--- config.mk ---
export PLATFORM = sky130hd
export DESIGN_NAME = pc_fetch_stage
export DESIGN_NICKNAME = d
export VERILOG_FILES = /design/src/rtl/pc_fetch_stage.sv
export SDC_FILE = /design/constraint.sdc
export NUM_CORES = 1
export LEC_CHECK = 0
export CAP_MARGIN = 20
export CORE_MARGIN = 8
export CORE_UTILIZATION = 55
export DETAILED_ROUTE_END_ITERATION = 12
export PLACE_DENSITY = 0.86
export SLEW_MARGIN = 0
export SYNTH_ARGS = -nofsm -noshare
export SYNTH_HDL_FRONTEND = slang
export SYNTH_SLANG_ARGS = --single-unit
--- constraint.sdc ---
create_clock -name clk -period 5.1 [get_ports clk]
set_input_delay 1.02 -clock clk [delete_from_list [all_inputs] [get_ports clk]]
set_output_delay 1.02 -clock clk [all_outputs]
set_load 0.1 [all_outputs]
--- src/rtl/pc_fetch_stage.sv ---
// IF stage: owns the PC, the variable-latency fetch handshake and the IF/ID register.
// A fetch orphaned by a redirect is drained in DISCARD rather than cancelled.
module pc_fetch_stage #(
   parameter int unsigned           ADDR_WIDTH = 32,
   parameter int unsigned           DATA_WIDTH = 32,
   parameter logic [ADDR_WIDTH-1:0] RESET_PC   = '0
) (
   input  logic                  clk,
   input  logic                  rst,
   input  logic                  stall,
   input  logic                  is_branch,
   input  logic [ADDR_WIDTH-1:0] branch_address,
   input  logic                  is_rst_IF_ID,
   output logic                  inst_req,
   output logic [ADDR_WIDTH-1:0] inst_addr,
   input  logic [DATA_WIDTH-1:0] inst_rdata,
   input  logic                  inst_ready,
   output logic [ADDR_WIDTH-1:0] pc_plus4_ID,
   output logic [DATA_WIDTH-1:0] inst_ID,
   output logic                  valid_ID
);

   typedef enum logic [1:0] {S_IDLE, S_FETCH, S_DISCARD, S_HOLD} state_t;

   state_t                state_q, state_d;
   logic [ADDR_WIDTH-1:0] pc_q, pc_d;
   logic [ADDR_WIDTH-1:0] disc_addr_q, disc_addr_d;
   logic [DATA_WIDTH-1:0] hold_inst_q, hold_inst_d;
   logic [ADDR_WIDTH-1:0] pc_plus4_q, pc_plus4_d;
   logic [DATA_WIDTH-1:0] inst_q, inst_d;
   logic                  valid_q, valid_d;

   logic                  redirect, flush;
   logic                  bubble, load;
   logic [DATA_WIDTH-1:0] load_word;
   logic [ADDR_WIDTH-1:0] pc_inc;

   assign redirect = is_branch & ~stall;
   assign flush    = (is_branch | is_rst_IF_ID) & ~stall;
   assign pc_inc   = pc_q + ADDR_WIDTH'(4);

   always_comb begin
      state_d     = state_q;
      pc_d        = pc_q;
      disc_addr_d = disc_addr_q;
      hold_inst_d = hold_inst_q;
      pc_plus4_d  = pc_plus4_q;
      inst_d      = inst_q;
      valid_d     = valid_q;
      bubble      = 1'b0;
      load        = 1'b0;
      load_word   = '0;

      case (state_q)
         S_IDLE: state_d = S_FETCH;
         S_FETCH: begin
            if (redirect) begin
               pc_d   = branch_address;
               bubble = 1'b1;
               // Memory cannot be cancelled: remember the orphan's address and drain it.
               if (!inst_ready) begin
                  disc_addr_d = pc_q;
                  state_d     = S_DISCARD;
               end
            end else if (inst_ready && !stall) begin
               load      = 1'b1;
               load_word = inst_rdata;
               pc_d      = pc_inc;
            end else if (inst_ready) begin
               hold_inst_d = inst_rdata;
               state_d     = S_HOLD;
            end else if (flush || !stall) begin
               bubble = 1'b1;
            end
         end
         S_DISCARD: begin
            if (flush || !stall) bubble = 1'b1;
            if (redirect)   pc_d    = branch_address;
            if (inst_ready) state_d = S_FETCH;
         end
         S_HOLD: begin
            if (redirect) begin
               pc_d    = branch_address;
               bubble  = 1'b1;
               state_d = S_FETCH;
            end else if (!stall) begin
               load      = 1'b1;
               load_word = hold_inst_q;
               pc_d      = pc_inc;
               state_d   = S_FETCH;
            end
         end
         default: state_d = S_IDLE;
      endcase

      if (bubble) begin
         pc_plus4_d = '0;
         inst_d     = '0;
         valid_d    = 1'b0;
      end else if (load) begin
         pc_plus4_d = pc_inc;
         inst_d     = load_word;
         valid_d    = 1'b1;
      end
   end

   always_ff @(posedge clk) begin
      if (!rst) begin
         state_q     <= S_IDLE;
         pc_q        <= RESET_PC;
         disc_addr_q <= '0;
         hold_inst_q <= '0;
         pc_plus4_q  <= '0;
         inst_q      <= '0;
         valid_q     <= 1'b0;
      end else begin
         state_q     <= state_d;
         pc_q        <= pc_d;
         disc_addr_q <= disc_addr_d;
         hold_inst_q <= hold_inst_d;
         pc_plus4_q  <= pc_plus4_d;
         inst_q      <= inst_d;
         valid_q     <= valid_d;
      end
   end

   assign inst_req    = rst & ((state_q == S_FETCH) | (state_q == S_DISCARD));
   assign inst_addr   = (state_q == S_DISCARD) ? disc_addr_q : pc_q;
   assign pc_plus4_ID = pc_plus4_q;
   assign inst_ID     = inst_q;
   assign valid_ID    = valid_q;

endmodule

==> impl_metrics.env <==
export IMPL_status="complete, no violations"
export IMPL_nets=1120
export IMPL_clk_pin_slew_ns=0.06
export IMPL_cp_slowest_stage_delay_ns=1.14
export IMPL_most_common_layout_cells="nand2_1, dfxtp_1, clkdlybuf4s50_1"
export IMPL_clk_latency_ns=0.43
export IMPL_drt_pass1_iter_count=8
export IMPL_port_buffers=166
export IMPL_tightest_slew_ns=1.022
export IMPL_p_sw_mw=1.220
export IMPL_fin_cells=1233
export IMPL_layout_drive_gt1_share_pct=10.60
export IMPL_p_leak_nw=3.312
export IMPL_dp_hpwl_um=14950
export IMPL_synth_edf_count=0
export IMPL_syn_inst=931
export IMPL_synth_ff_type="dfxtp_1"
export IMPL_grt_usage_pct=25.37
export IMPL_cts_buffers=17
export IMPL_cp_required_ns=4.08
export IMPL_hold_viol_final=0
export IMPL_die_area_um2=17670
export IMPL_fmax_mhz=233.7
export IMPL_fp_coreArea_um2=13300
export IMPL_crit_chain="inv_1 -> ha_2 -> mux2_2 -> clkdlybuf4s50_1"
export IMPL_vias_per_cell=6.040
export IMPL_grt_pass1_vias=6951
export IMPL_peakVddDrop_mv=0.2449
export IMPL_finalSetupTns_ns=0
export IMPL_rrSetupSlack_ns=1.78
export IMPL_drt_initial_drc_count=859
export IMPL_gp_congestion=0.8633
export IMPL_critPathMaxFanout=36
export IMPL_setup_viol=0
export IMPL_syn_to_final_growth_pct=29.59
export IMPL_die_x_um=132.9
export IMPL_rsz0062_at_grt="no"
export IMPL_powerDensity_nw_per_um2=354.0
export IMPL_grt_overflow=0
export IMPL_avgSynthCellArea_um2=8.080
export IMPL_synth_seq_cells=163
export IMPL_timing_slew_headroom_pct=31.64
export IMPL_die_y_um=132.9
export IMPL_p_seq_share_pct=40.8
export IMPL_clockBufferDepth=2
export IMPL_power_frac_clock_pct=34.8
export IMPL_yosysUniqueCellTypes=53
export IMPL_ctsHoldBuffers=0
export IMPL_post_drt_wl_per_cell_um=18.51
export IMPL_grt_pass1_wl_um=36810
export IMPL_slew_viol_final=0
export IMPL_yosysSeqAreaShare_pct=43.38
export IMPL_fillers=1035
export IMPL_switching_share_pct=35.35
export IMPL_crit_type="reg -> out"
export IMPL_h_tree_depth=4
export IMPL_post_cts_setup_buffers=0
export IMPL_async_flop_share_pct=0
export IMPL_p_int_mw=2.231
export IMPL_ant_nets=0
export IMPL_post_route_min_period_ns=4.279
export IMPL_syn_nets=1007
export IMPL_n_antenna_cell=0
export IMPL_hp_class="reg -> reg"
export IMPL_num_vias=7447
export IMPL_dp_cells=1201
export IMPL_rows=42
export IMPL_ys_warnings_count=0
export IMPL_drv_cap=0
export IMPL_route_detailed_drc=0
export IMPL_grt_antenna_before_repair=0
export IMPL_startpoint_type="flop"
export IMPL_grt_max_degree=45
export IMPL_drt_wl_total_um=22820
export IMPL_io_pins=168
export IMPL_layout_commonest_cell="nand2_1"
export IMPL_crit_slowest_cell="clkdlybuf4s50_1"
export IMPL_ctsResizeCount=0
export IMPL_clockRootBuffer="clkbuf_16"
export IMPL_fin_skew_ns=0.008135
export IMPL_clock_sinks=163
export IMPL_end_kind="primary output"
export IMPL_tritoncts="yes"
export IMPL_synth_area_um2=7522
export IMPL_period_share_pct=83.90
export IMPL_start_util_pct=56.58
export IMPL_p_comb_share_pct=24.4
export IMPL_critPathArrivalTime_ns=3.26
worst paths after layout:
path | end | from | cells after the start
min | disc_addr_q[18] | disc_addr_q[18] | 2
max reg2reg | pc_q[19] | state_q[0] | 9
max | inst_addr[22] | state_q[0] | 4
min reg2reg | disc_addr_q[18] | disc_addr_q[18] | 2
metal layers:
layer / vias up / GRT usage (%) / share of wire (%)
met1: 3514 / 32.39 / 41
met4: 0 / 9.085 / 2.2
li1: 3539 / - / -
met3: 35 / 5.526 / 8.5
met2: 359 / 41.17 / 48
met5: - / 0 / 0
stage by stage:
stage | area [µm²] | hold WS (ns) | worst slack, ns | power, mW | utilization, %
final | 9748 | 0.4518 | 0.8210 | 3.451 | 73.32
after global routing | 9748 | 0.4646 | 0.6827 | 3.575 | 73.32
after CTS | 9748 | 0.4546 | 0.7968 | 3.453 | 73.32
after detailed placement | 9193 | 0.4456 | 1.277 | 2.267 | 69.14
after global placement | 9193 | 0.4388 | 1.311 | 2.258 | 69.14
after floorplan | 7522 | 0.4329 | 0.6245 | 2.031 | -
power groups by stage:
stage / clock [mW] / combinational [mW] / sequential (mW)
floorplan: 0 / 0.507 / 1.52
global placement: 0 / 0.828 / 1.43
detailed placement: 0 / 0.834 / 1.43
CTS: 1.21 / 0.840 / 1.40
global route: 1.27 / 0.891 / 1.42
finish: 1.20 / 0.842 / 1.41
flip-flops by register name, summed over array words and instances, names as in the netlist:
name,flops
inst_ID,32
state_q,2
hold_inst_q,32
disc_addr_q,32
pc_q,32
valid_ID,1
pc_plus4_ID,32
final cells by class:
class | count | area (µm²) | share of cell area [%]
Clock buffer | 19 | 452.9 | 4.646
Timing Repair Buffer | 185 | 1767 | 18.12
Inverter | 5 | 18.77 | 0.1925
Sequential cell | 163 | 3263 | 33.47
Clock inverter | 13 | 102.6 | 1.052
Multi-Input combinational cell | 672 | 3924 | 40.25
Tap cell | 176 | 220.2 | 2.259
worst max-delay path, delay by kind of cell (launching register included):
family     cells  cell delay (ns)
fa+ha+maj      1             0.82
buf+inv        2             1.28
flops          1             0.39
mux            1             0.31
synth_stat cells (all sizes together) (2+ instances only):
library cell	instances	share of area, %
ha	6	1.0
xor2	15	1.7
inv	5	0.25
and2	9	0.77
a311oi	2	0.23
o22ai	7	0.58
o31a	6	0.70
and4	3	0.42
a221oi	2	0.23
buf	19	1.1
o31ai	4	0.40
o21ai	17	1.1
nand3	22	1.5
a222oi	32	4.3
or4	5	0.55
mux2	30	4.5
nand4	20	1.9
a211o	2	0.23
nand2	181	9.0
a21oi	96	6.4
nor4	10	0.83
clkbuf	72	3.6
nor3b	3	0.30
or3	5	0.42
a21boi	2	0.20
o211ai	6	0.60
a22oi	3	0.30
nand3b	3	0.30
nor2	91	4.5
o21a	8	0.80
o2111ai	2	0.23
dfxtp	163	43
and3	8	0.67
a31oi	4	0.33
nor3	13	0.86
xnor2	13	1.5
nand2b	6	0.50
nor4b	2	0.23
a211oi	27	2.7
logic make-up (layout without fill, tap and decap cells):
group / Yosys count / count (layout) / synth area share, %
AOI/OAI and AO/OA: 225 / 225 / 19.96
xor gates and xnor gates: 28 / 28 / 3.260
adders and majority gates: 6 / 6 / 0.9980
buffers and inverters: 96 / 222 / 5.007
DFF: 163 / 163 / 43.38
muxes: 30 / 30 / 4.491
and+or+nand+nor: 383 / 383 / 22.90
Power figures use the tool's default switching activity.
